`src/rtl/mem_xfer_seq.sv`:
```
// Byte-serial memory transfer sequencer: moves 1/2/4 little-endian bytes over an 8-bit bus, forming seg:off addresses.
// Define XFER_SEGWRAP_EN to wrap byte offsets inside the 64 KiB segment instead of carrying linearly.
module mem_xfer_seq #(
  parameter int unsigned DATA_W = 32,
  parameter int unsigned ADDR_W = 20
) (
  input  logic              clock,
  input  logic              reset_n,
  input  logic              start,
  input  logic              rw,
  input  logic [1:0]        size,
  input  logic [15:0]       seg,
  input  logic [15:0]       off,
  input  logic [DATA_W-1:0] wdata,
  output logic [ADDR_W-1:0] address,
  input  logic [7:0]        data,
  output logic [7:0]        out,
  output logic              wren,
  output logic [DATA_W-1:0] rdata,
  output logic              busy,
  output logic              done
);

  localparam int unsigned MAX_BYTES = DATA_W / 8;
  localparam int unsigned IDX_W     = 2;
  localparam int unsigned SUM_W     = (ADDR_W > 21) ? ADDR_W : 21;

  typedef enum logic [1:0] {IDLE, WR, RD} state_t;

  state_t             state, state_nxt;
  logic [IDX_W-1:0]   idx, idx_nxt, idx_inc;
  logic [IDX_W-1:0]   cap_idx, cap_nxt;
  logic               primed, primed_nxt;
  logic [IDX_W-1:0]   last_q, last_nxt, last_c;
  logic [15:0]        seg_q, seg_nxt;
  logic [15:0]        off_q, off_nxt;
  logic [DATA_W-1:0]  wdata_q, wdata_nxt;
  logic [ADDR_W-1:0]  address_nxt;
  logic [7:0]         out_nxt;
  logic               wren_nxt;
  logic [DATA_W-1:0]  rdata_nxt;
  logic               busy_nxt;
  logic               done_nxt;

  // Linear address of byte i of a transfer
  function automatic logic [ADDR_W-1:0] byte_addr(input logic [15:0] s, input logic [15:0] o,
                                                  input logic [IDX_W-1:0] i);
    logic [SUM_W-1:0] sum;
`ifdef XFER_SEGWRAP_EN
    sum = SUM_W'({s, 4'h0}) + SUM_W'(16'(o + 16'(i)));
`else
    sum = SUM_W'({s, 4'h0}) + SUM_W'(o) + SUM_W'(i);
`endif
    return ADDR_W'(sum);
  endfunction

  function automatic logic [7:0] wbyte(input logic [DATA_W-1:0] w, input logic [IDX_W-1:0] i);
    return 8'(w >> {i, 3'b000});
  endfunction

  // Index of the final byte; reserved size acts as dword, clamped to the data width
  assign last_c  = (size == 2'd0) ? IDX_W'(0) :
                   (size == 2'd1) ? IDX_W'(1) : IDX_W'(MAX_BYTES - 1);
  assign idx_inc = idx + 1'b1;

  always_ff @(posedge clock or negedge reset_n) begin
    if (!reset_n) begin
      state   <= IDLE;
      idx     <= '0;
      cap_idx <= '0;
      primed  <= 1'b0;
      last_q  <= '0;
      seg_q   <= '0;
      off_q   <= '0;
      wdata_q <= '0;
      address <= '0;
      out     <= '0;
      wren    <= 1'b0;
      rdata   <= '0;
      busy    <= 1'b0;
      done    <= 1'b0;
    end else begin
      state   <= state_nxt;
      idx     <= idx_nxt;
      cap_idx <= cap_nxt;
      primed  <= primed_nxt;
      last_q  <= last_nxt;
      seg_q   <= seg_nxt;
      off_q   <= off_nxt;
      wdata_q <= wdata_nxt;
      address <= address_nxt;
      out     <= out_nxt;
      wren    <= wren_nxt;
      rdata   <= rdata_nxt;
      busy    <= busy_nxt;
      done    <= done_nxt;
    end
  end

  // Reads are pipelined: address i+1 goes out while byte i-1 is captured, one edge behind
  always_comb begin
    state_nxt   = state;
    idx_nxt     = idx;
    cap_nxt     = cap_idx;
    primed_nxt  = primed;
    last_nxt    = last_q;
    seg_nxt     = seg_q;
    off_nxt     = off_q;
    wdata_nxt   = wdata_q;
    address_nxt = address;
    out_nxt     = out;
    wren_nxt    = 1'b0;
    rdata_nxt   = rdata;
    busy_nxt    = busy;
    done_nxt    = 1'b0;

    case (state)
      IDLE: begin
        if (start) begin
          seg_nxt     = seg;
          off_nxt     = off;
          wdata_nxt   = wdata;
          last_nxt    = last_c;
          idx_nxt     = '0;
          cap_nxt     = '0;
          primed_nxt  = 1'b0;
          busy_nxt    = 1'b1;
          address_nxt = byte_addr(seg, off, '0);
          if (!rw) begin
            out_nxt   = wdata[7:0];
            wren_nxt  = 1'b1;
            state_nxt = WR;
          end else begin
            rdata_nxt = '0;
            state_nxt = RD;
          end
        end
      end
      WR: begin
        if (idx != last_q) begin
          idx_nxt     = idx_inc;
          address_nxt = byte_addr(seg_q, off_q, idx_inc);
          out_nxt     = wbyte(wdata_q, idx_inc);
          wren_nxt    = 1'b1;
        end else begin
          busy_nxt  = 1'b0;
          done_nxt  = 1'b1;
          state_nxt = IDLE;
        end
      end
      RD: begin
        if (idx != last_q) begin
          idx_nxt     = idx_inc;
          address_nxt = byte_addr(seg_q, off_q, idx_inc);
        end
        if (!primed) begin
          primed_nxt = 1'b1;
        end else begin
          for (int unsigned b = 0; b < MAX_BYTES; b++) begin
            if (cap_idx == IDX_W'(b)) rdata_nxt[8*b +: 8] = data;
          end
          if (cap_idx == last_q) begin
            busy_nxt  = 1'b0;
            done_nxt  = 1'b1;
            state_nxt = IDLE;
          end else begin
            cap_nxt = cap_idx + 1'b1;
          end
        end
      end
      default: state_nxt = IDLE;
    endcase
  end

endmodule

```
`config.mk`:
```
export PLATFORM = sky130hd
export DESIGN_NAME = mem_xfer_seq
export DESIGN_NICKNAME = d
export VERILOG_FILES = /design/src/rtl/mem_xfer_seq.sv
export SDC_FILE = /design/constraint.sdc
export NUM_CORES = 1
export LEC_CHECK = 0
export ABC_AREA = 0
export CAP_MARGIN = 20
export CELL_PAD_IN_SITES_DETAIL_PLACEMENT = 1
export CELL_PAD_IN_SITES_GLOBAL_PLACEMENT = 1
export CORE_AREA = 2 2 143 145
export CTS_CLUSTER_DIAMETER = 40
export DETAILED_ROUTE_END_ITERATION = 6
export DIE_AREA = 0 0 145 147
export PLACE_DENSITY_LB_ADDON = 0.12
export SLEW_MARGIN = 25
export SYNTH_ARGS = -nofsm -noshare
export SYNTH_HDL_FRONTEND = slang
export SYNTH_SLANG_ARGS = --single-unit
```
`constraint.sdc`:
```
create_clock -name clock -period 2.9 [get_ports clock]
set_input_delay 0.29 -clock clock [delete_from_list [all_inputs] [get_ports clock]]
set_output_delay 0.29 -clock clock [all_outputs]
set_load 0.01 [all_outputs]
```
==> impl_metrics.json, run 1 <==
{
  "outcome": "completed",
  "layoutNonFillerInstCount": 1053,
  "grt_overflow_total": 0,
  "critical_path.max_fanout": 3,
  "synth.cell_area_um2": 7158,
  "post-route-drc-count": 0,
  "pwr_density_cell_nw_per_um2": 1237,
  "synth_area_per_cell_um2": 11.58,
  "worstPathBufferInverterCount": 0,
  "synth_commonest_cells": "dfrtp_1, mux2_2, a21oi_1",
  "synth_top_area_cell": "dfrtp_1",
  "areaGrowthSynthToFinish_pct": 33.02,
  "synth_sequential_area_ratio_pct": 47.54,
  "start_kind": "flop",
  "initial_util_pct": 36.07,
  "yosys.cell_count.top_type": "dfrtp_1",
  "ys_ff_latch": 136,
  "power.total_uw": 11780,
  "critical-path-top-delay-family": "compound AO/OA/AOI/OAI gates",
  "timing.hold.ws_ns": 0.4600,
  "route.antenna.remaining_nets": 0,
  "fin_skew_ns": 0.01044,
  "grt_antenna_before_repair": 0,
  "grt_first_pass_wirelength_um": 32560,
  "cells_after_synthesis": 618,
  "cpPeakStageDelay_ns": 0.40,
  "worstSetupPathDepth": 9,
  "grt_pass1_vias": 6110,
  "clk_pin_slew_ns": 0.06,
  "synth_nets": 732,
  "synth_cell_types": 62,
  "place_hpwl_um": 14250,
  "cts_h_tree_lvls": 4,
  "initial_drc_count": 286,
  "rsz0062_at_grt": "false",
  "root_buffer_master": "clkbuf_16",
  "viasPerCell": 5.143,
  "number_of_clock_sinks": 136,
  "timing_hold_violations_final": 0,
  "clockBufferDepth": 2,
  "detailedRoute.firstPassIterationCount": 5,
  "number_of_slew_limit_violations_in_the_final_report": 0,
  "ys_warns": 0,
  "antenna_cells_inserted": 0,
  "cells_traversed_along_the_worst_timing_path": "xor2_1, ha_1, a21o_1, a41o_1, a211oi_2, a21boi_1, or3_1, a311oi_1, a21oi_1",
  "die_height_um": 147,
  "route.vias.total": 5416,
  "leakage_uw": 0.004066,
  "slew-limit-headroom_pct": 52.10,
  "final_nets": 884,
  "hp-class": "in -> async",
  "cp_slowest_cell": "dfrtp_1",
  "achievable_frequency_mhz": 384.4,
  "data_required_time_at_the_worst_endpoint_ns": 3.20,
  "number_of_enable_flip_flop_cells_after_synthesis": 0,
  "synth_area_leaders": "dfrtp_1, mux2_2, ha_1",
  "worst_slew_pin_tran_ns": 0.7185,
  "peakVddDrop_uv": 707.0,
  "io_pins": 141,
  "synth_async_reset_ratio_pct": 100.0,
  "largest_net_degree_at_the_start_of_global_routing": 72,
  "post_cts_resized": 0,
  "numCtsBuffers": 17,
  "gpl.final_weighted_congestion": 0.8122,
  "timing.critical_path.arrival_ns": 2.90,
  "yosys_most_used_dff": "dfrtp_1",
  "cts_tree": "built",
  "port_buffers": 140,
  "worst-setup-path-type": "reg -> reg",
  "row_count": 52,
  "place_inst": 1020,
  "clock_insertion_delay_at_the_later_pin_of_the_skew_report_ns": 0.42,
  "detail_route.wirelength_um": 19460,
  "post_route_cells_drive_above_1_share_pct": 17.75,
  "fp.coreArea_um2": 19840,
  "dieArea_um2": 21320,
  "min_period_ns": 2.602,
  "end_kind": "flop",
  "share_of_the_synthesized_area_in_the_top_cell_type_pct": 47.54,
  "post-route-period-util_pct": 89.72,
  "floorplan.die.width_um": 145,
  "routed_wire_per_std_cell_um": 18.48,
  "global_route.usage.total_pct": 19.23,
  "cap_violations": 0,
  "setup-violations-final": 0,
  "r2r.worst_path.cells": 9
}
worst register-to-register path, stage by stage (launching register included):
cell and delay [ns]:
dfrtp_1 0.40, xor2_1 0.22, ha_1 0.26, a21o_1 0.18, a41o_1 0.28, a211oi_2 0.25
a21boi_1 0.13, or3_1 0.32, a311oi_1 0.32, a21oi_1 0.12
final timing paths:
| kind | start | to | slack [ns] |
|---|---|---|---|
| min in group clock | wdata[29] | wdata_q[29] | 0.48 |
| worst max-delay path | idx[0] | address[11] | 0.30 |
| worst min register to register | address[3] | address[3] | 0.48 |
| max in group asynchronous | reset_n | address[10] | 1.62 |
| worst max register to register | idx[0] | address[11] | 0.30 |
| worst min-delay path | reset_n | rdata[23] | 0.46 |
stage by stage:
step / utilization, % / area, µm² / setup WS, ns / setup TNS, ns
after floorplan: - / 7158 / 0.09608 / 0
after global placement: 45.06 / 8941 / 0.05539 / 0
after detailed placement: 45.06 / 8941 / -0.007824 / -0.007824
after CTS: 47.98 / 9522 / 0.2747 / 0
after global routing: 47.98 / 9522 / 0.1422 / 0
final: 47.98 / 9522 / 0.2983 / 0
cell usage in the layout (no fill, tap or decap), types with 4 or more instances in the layout:
cell type	count
nor3_1	9
mux2i_1	13
o21ai_1	16
nor2_1	28
inv_6	4
nand2_1	34
nand3_1	10
and2_1	12
mux4_2	8
a211oi_1	6
mux2_1	32
nand2b_1	7
a21oi_1	38
buf_4	16
xnor2_1	15
dfrtp_1	136
mux2_2	64
o211ai_1	4
a21o_1	8
nor2b_1	5
clkdlybuf4s50_1	139
clkbuf_16	17
a21oi_2	5
a22oi_1	4
o21ai_0	21
inv_1	17
xor2_1	13
ha_1	34
state kept, by name, summed over array words and instances (netlist names):
| name | cells |
|---|---|
| last_q | 2 |
| busy | 1 |
| idx | 2 |
| cap_idx | 2 |
| off_q | 16 |
| wren | 1 |
| address | 20 |
| wdata_q | 32 |
| out | 8 |
| state | 2 |
| primed | 1 |
| seg_q | 16 |
| done | 1 |
| rdata | 32 |
kinds of logic (layout without fill, tap and decap cells):
kind of cell               after synthesis  count (layout)  synth area share (%)
AOI/OAI and AO/OA                      135             135                 12.15
and+or+nand+nor                        124             124                 8.653
buffers and inverters                   42             207                 2.290
xor gates and xnor gates                28              28                 3.426
adders and majority gates               36              36                 6.502
DFF                                    136             136                 47.54
muxes                                  117             117                 19.44
repair_timing:
action | 4_1_cts | 5_1_grt
buffers inserted | 0 | 0
hold endpoints to repair | 67 | 0
hold buffers | 1 | 0
layout make-up:
| class | count | area (µm²) |
|---|---|---|
| multi-input cells | 440 | 3593 |
| clock inverters | 14 | 141.4 |
| clock buffers | 18 | 429.2 |
| inverters | 17 | 63.81 |
| fillers | 2093 | 10320 |
| flip-flops and latches | 136 | 3403 |
| well taps | 270 | 337.8 |
| repair buffers | 158 | 1553 |
power by group:
group          total, µW  switching [µW]  internal, µW
Clock               2120             914          1200
Sequential          3460             595          2860
Combinational       6210            3150          3050
Total              11800            4660          7120
metal layers:
metal  part of all wire (%)  wire (µm)  global-route usage, %  up-vias
met5                      0          0                      0        -
met2                     53      10350                  35.26       95
li1                       -          -                      -     2543
met4                    1.4        268                  6.089        0
met3                    3.0        589                  3.634       22
met1                     42       8244                  22.79     2756
No activity file was read; power rests on OpenSTA's default activity.
==> run 2, diff against run 1 <==
--- a/config.mk
+++ b/config.mk
@@ -13,7 +13,8 @@
 export CTS_CLUSTER_DIAMETER = 40
 export DETAILED_ROUTE_END_ITERATION = 6
 export DIE_AREA = 0 0 145 147
-export PLACE_DENSITY_LB_ADDON = 0.12
+export GPL_TIMING_DRIVEN = 0
+export PLACE_DENSITY = 0.74
 export SLEW_MARGIN = 25
 export SYNTH_ARGS = -nofsm -noshare
 export SYNTH_HDL_FRONTEND = slang
==> run 2 against run 1 <==
Compared with the run above:
- critical path depth up 1
- count of clock-buffer cells in the layout down 1
- die area unchanged
- global-route usage up 0.70 points
- critical path type unchanged
- largest cell class unchanged
==> impl_metrics.json, run 2 (synthesis gave the netlist of run 1 again) <==
{
  "crit_path_end": "address[11]",
  "routed_wire_per_std_cell_um": 19.22,
  "detail_route.wirelength_um": 20450,
  "post_route_cells_drive_above_1_share_pct": 17.13,
  "cp_slowest_cell": "dfrtp_1",
  "number_of_clock_sinks": 136,
  "post-route-period-util_pct": 98.61,
  "die_height_um": 147,
  "peakVddDrop_uv": 512.5,
  "setup.worst_path.start": "idx[1]",
  "detailedRoute.firstPassIterationCount": 4,
  "place_inst": 1029,
  "timing.critical_path.arrival_ns": 3.13,
  "finalCoreUtilization_pct": 48.71,
  "reg2reg_from": "idx[1]",
  "clockBufferDepth": 2,
  "setup-violations-final": 0,
  "r2r.worst_path.cells": 10,
  "root_buffer_master": "clkbuf_16",
  "multi_input_area_um2": 3640,
  "regArea_um2": 3405,
  "areaGrowthSynthToFinish_pct": 35.03,
  "final_nets": 896,
  "grt_most_used_layer": "met2",
  "port_buffers": 140,
  "start_kind": "flop",
  "route.antenna.remaining_nets": 0,
  "ff2ff_setup_slack_ns": 0.04,
  "cap_violations": 0,
  "end_kind": "flop",
  "layout.cells.most_common": "clkdlybuf4s50_1",
  "worst_slew_pin_tran_ns": 0.8605,
  "io_pins": 141,
  "initial_util_pct": 36.07,
  "cts_tree": "built",
  "achievable_frequency_mhz": 349.7,
  "largest_net_degree_at_the_start_of_global_routing": 74,
  "clock_insertion_delay_at_the_later_pin_of_the_skew_report_ns": 0.41,
  "grt_pass1_vias": 6268,
  "filler_cell_count": 2075,
  "min_period_ns": 2.860,
  "cts_h_tree_lvls": 4,
  "outcome": "completed",
  "dieArea_um2": 21320,
  "cells_traversed_along_the_worst_timing_path": "buf_12, xor2_4, ha_1, a21o_1, a41o_1, a211oi_4, a21boi_1, or3_1, a311oi_2, a21oi_1",
  "worst-setup-path-type": "reg -> reg",
  "fp.coreArea_um2": 19840,
  "critical_path.max_fanout": 10,
  "post-route-drc-count": 0,
  "worst_r2r_endpoint": "address[11]",
  "place_hpwl_um": 15140,
  "layoutNonFillerInstCount": 1064,
  "rsz0062_at_grt": "true",
  "cpPeakStageDelay_ns": 0.41,
  "number_of_slew_limit_violations_in_the_final_report": 0,
  "floorplan.die.width_um": 145,
  "grt_antenna_before_repair": 0,
  "hp-class": "in -> async",
  "initial_drc_count": 164,
  "clk_pin_slew_ns": 0.06,
  "route.vias.total": 5471,
  "globalRouteMet3Util_pct": 4.348,
  "fin_skew_ns": 0.01088,
  "leakage_uw": 0.004104,
  "row_count": 52,
  "viasPerCell": 5.142,
  "grt_overflow_total": 0,
  "slew-limit-headroom_pct": 42.63,
  "numCtsBuffers": 17,
  "pwr_density_cell_nw_per_um2": 1258,
  "largest_registers": "rdata (32), wdata_q (32), address (20)",
  "grt_first_pass_wirelength_um": 33440,
  "layout.cells.most_common_list": "clkdlybuf4s50_1, dfrtp_1, mux2_2",
  "antenna_cells_inserted": 0,
  "global_route.usage.total_pct": 19.93,
  "timing_hold_violations_final": 0,
  "gpl.final_weighted_congestion": 0.8467,
  "data_required_time_at_the_worst_endpoint_ns": 3.17,
  "grt.met2_usage_pct": 36.76,
  "groute.layer.met1.usage_pct": 23.72
}
[run 2: cell count changes in the layout (fill, tap and decap cells not counted), sizes merged]
cell,before,now
buf,18,13
bufinv,1,4
clkbuf,18,34
clkinv,4,8
clkinvlp,3,1
inv,23,18
[run 2: power breakdown]
part,internal (µW),switching (µW),leakage (µW)
Clock,1440,840,0.000305
Combinational,3080,3320,0.00213
Sequential,2860,613,0.00167
Total,7390,4770,0.00410
[run 2: area by class of cell]
class                           instances  share of cell area (%)
Inverter                               17                  0.6602
Sequential cell                       136                   35.22
Timing Repair Buffer                  145                   15.17
Clock buffer                           17                   4.401
Tap cell                              270                   3.495
Buffer                                 25                   1.307
Multi-Input combinational cell        440                   37.66
Clock inverter                         14                   2.084
[run 2: layer usage]
metal	vias to the layer above	routed length [µm]
li1	2560	-
met1	2782	8631
met2	113	10880
met3	16	747
met4	0	189
met5	-	0
[run 2: worst min path at each step]
stage | cells after the start | to | start | slack (ns)
after floorplan | 0 | address[0] | reset_n | -0.006
after global placement | 1 | rdata[27] | rdata[27] | 0.47
after detailed placement | 1 | rdata[5] | reset_n | 0.28
after CTS | 2 | rdata[5] | reset_n | 0.44
after global routing | 2 | rdata[21] | reset_n | 0.45
final | 2 | rdata[5] | reset_n | 0.43
[run 2: worst max-delay path: cells and delay by family (launching register included)]
kind	cells	cell delay [ns]
and+or+nand+nor	1	0.36
DFF	1	0.41
adders and majority gates	1	0.27
xor gates and xnor gates	1	0.22
AOI/OAI and AO/OA	6	1.29
buffers and inverters	1	0.17
[run 2: what timing repair did]
item                       CTS  global route
pin swaps                    2             0
hold endpoints to repair    63             0
cloned                       0             0
resized for setup           12             4
buffers inserted             2             1
hold buffers                 1             0
setup endpoints to repair   11            13
[run 2: through the flow]
stage	setup WS [ns]	hold WS, ns	setup TNS [ns]	area [µm²]	power (µW)
4_1_cts	0.01067	0.4425	0	9637	12240
5_1_grt	-0.1198	0.4516	-0.1198	9666	13060
6_report	0.04030	0.4269	0	9666	12160
2_1_floorplan	0.09608	-0.005591	0	7158	7342
3_3_place_gp	-3.868	0.4676	-527.11	8897	9412
3_5_place_dp	-0.6800	0.2764	-3.646	8930	9729
==> run 3, diff against run 2 <==
--- a/config.mk
+++ b/config.mk
@@ -14,6 +14,7 @@
 export DETAILED_ROUTE_END_ITERATION = 6
 export DIE_AREA = 0 0 145 147
 export GPL_TIMING_DRIVEN = 0
+export MAX_ROUTING_LAYER = met4
 export PLACE_DENSITY = 0.74
 export SLEW_MARGIN = 25
 export SYNTH_ARGS = -nofsm -noshare
==> run 3 against run 2 <==
Compared with the run above:
- cell count about the same
- routed wire length up 0.16%
- via count down 0.18%
- largest cell class unchanged
==> impl_metrics.json, run 3 (synthesis gave the netlist of run 1 again) <==
{
  "switching_share_pct": 39.22,
  "achievable_frequency_mhz": 349.9,
  "detailedRoute.firstPassIterationCount": 4,
  "routed_wire_per_std_cell_um": 19.23,
  "largest_registers": "rdata (32), wdata_q (32), address (20)",
  "reg2reg_from": "idx[1]",
  "leakage_uw": 0.004104,
  "grt_most_used_layer": "met2",
  "cts_tree": "built",
  "largest_net_degree_at_the_start_of_global_routing": 74,
  "place_hpwl_um": 15140,
  "fin_tns_setup_ns": 0,
  "fp.coreArea_um2": 19840,
  "row_count": 52,
  "io_pins": 141,
  "post-route-period-util_pct": 98.56,
  "floorplan.die.width_um": 145,
  "grt_antenna_before_repair": 1,
  "hp-class": "in -> async",
  "filler_cell_count": 2076,
  "start_kind": "flop",
  "layout.cells.most_common_list": "clkdlybuf4s50_1, dfrtp_1, mux2_2",
  "slew-limit-headroom_pct": 41.69,
  "global_route.usage.total_pct": 20.55,
  "clock_power_share_pct": 18.8,
  "p_sw_uw": 4766,
  "groute.layer.met1.usage_pct": 23.92,
  "post_route_cells_drive_above_1_share_pct": 17.13,
  "placedInstanceArea_um2": 8930,
  "post-route-drc-count": 0,
  "peakVddDrop_uv": 513.5,
  "worst_r2r_endpoint": "address[11]",
  "route.antenna.remaining_nets": 0,
  "fin_skew_ns": 0.009615,
  "cellInternalPower_uw": 7386,
  "grt_first_pass_wirelength_um": 33440,
  "numCtsBuffers": 17,
  "outcome": "completed",
  "grt_pass1_vias": 6262,
  "gpl.final_weighted_congestion": 0.8600,
  "route.vias.total": 5461,
  "grt_overflow_total": 0,
  "rsz0062_at_grt": "true",
  "timing_hold_violations_final": 0,
  "root_buffer_master": "clkbuf_16",
  "ff2ff_setup_slack_ns": 0.04,
  "layout.cells.most_common": "clkdlybuf4s50_1",
  "viasPerCell": 5.128,
  "pwr_density_cell_nw_per_um2": 1257,
  "worst_slew_pin_tran_ns": 0.8747,
  "critical_path.max_fanout": 10,
  "clock_insertion_delay_at_the_later_pin_of_the_skew_report_ns": 0.42,
  "clk_pin_slew_ns": 0.06,
  "die_height_um": 147,
  "number_of_clock_sinks": 136,
  "timing.hold.ws_ns": 0.4248,
  "end_kind": "flop",
  "port_buffers": 140,
  "globalRouteMet3Util_pct": 4.099,
  "timing.critical_path.arrival_ns": 3.13,
  "dieArea_um2": 21320,
  "setup-violations-final": 0,
  "number_of_slew_limit_violations_in_the_final_report": 0,
  "initial_drc_count": 198,
  "cap_violations": 0,
  "cts_h_tree_lvls": 4,
  "post-route-cell-area_um2": 9668,
  "initial_util_pct": 36.07,
  "clockBufferDepth": 2,
  "pwr-share-comb_pct": 52.6,
  "areaGrowthSynthToFinish_pct": 35.06,
  "detail_route.wirelength_um": 20480,
  "worst-setup-path-type": "reg -> reg",
  "final_nets": 896,
  "share_seq_of_total_power_pct": 28.6,
  "r2r.worst_path.cells": 10,
  "data_required_time_at_the_worst_endpoint_ns": 3.17,
  "grt.met2_usage_pct": 36.74,
  "min_period_ns": 2.858
}
==> run 3: through the flow <==
stage          total power [µW]  setup slack [ns]  utilization [%]  instances
6_report                  12150           0.04174            48.72       1065
5_1_grt                   13060           -0.1198            48.72       1065
4_1_cts                   12240           0.01067            48.56       1063
3_5_place_dp               9729           -0.6800            45.00       1029
3_3_place_gp               9412            -3.868            44.84       1028
2_1_floorplan              7342           0.09608                -        618
==> run 3: what timing repair did <==
item	CTS	global route
resized for setup	12	4
setup endpoints to repair	11	12
setup buffers	2	1
pin swaps	2	0
hold buffers	1	0
endpoints found under the hold margin	63	0
==> run 3: power groups by stage <==
stage	registers [µW]	clock network [µW]	logic (µW)
final	3480	2290	6390
after global routing	3600	2420	7040
after CTS	3480	2340	6410
after detailed placement	3510	0	6220
after global placement	3440	0	5970
after floorplan	3510	0	3830
==> run 3: worst max-delay path by stage <==
| stage | from | to | depth (start not counted) |
|---|---|---|---|
| after floorplan | idx[0] | address[11] | 10 |
| after global placement | reset_n | seg_q[8] | 1 |
| after detailed placement | idx[0] | address[11] | 10 |
| after CTS | idx[1] | address[11] | 10 |
| after global routing | idx[1] | address[11] | 10 |
| final | idx[1] | address[11] | 10 |
==> run 3: final cells by class <==
class,count,area [µm²],area share [%]
clock buffers,17,425.4,4.400
diodes,1,2.502,0.02588
multi-input cells,440,3640,37.65
repair buffers,145,1466,15.17
well taps,270,337.8,3.494
clock inverters,14,201.4,2.084
flip-flops and latches,136,3405,35.21
inverters,17,63.81,0.6600
plain buffers,25,126.4,1.307
==> run 3: worst max-delay path: stages (launching register included) <==
cell	delay (ns)
dfrtp_1	0.41
buf_12	0.17
xor2_4	0.22
ha_1	0.27
a21o_1	0.19
a41o_1	0.30
a211oi_4	0.28
a21boi_1	0.12
or3_1	0.36
a311oi_2	0.29
a21oi_1	0.11
==> run 3: layer usage <==
metal  vias up  share of wire [%]
li1       2562                  -
met1      2759                 43
met2       121                 53
met3        19                3.3
met5         -                  0
met4         0                1.0
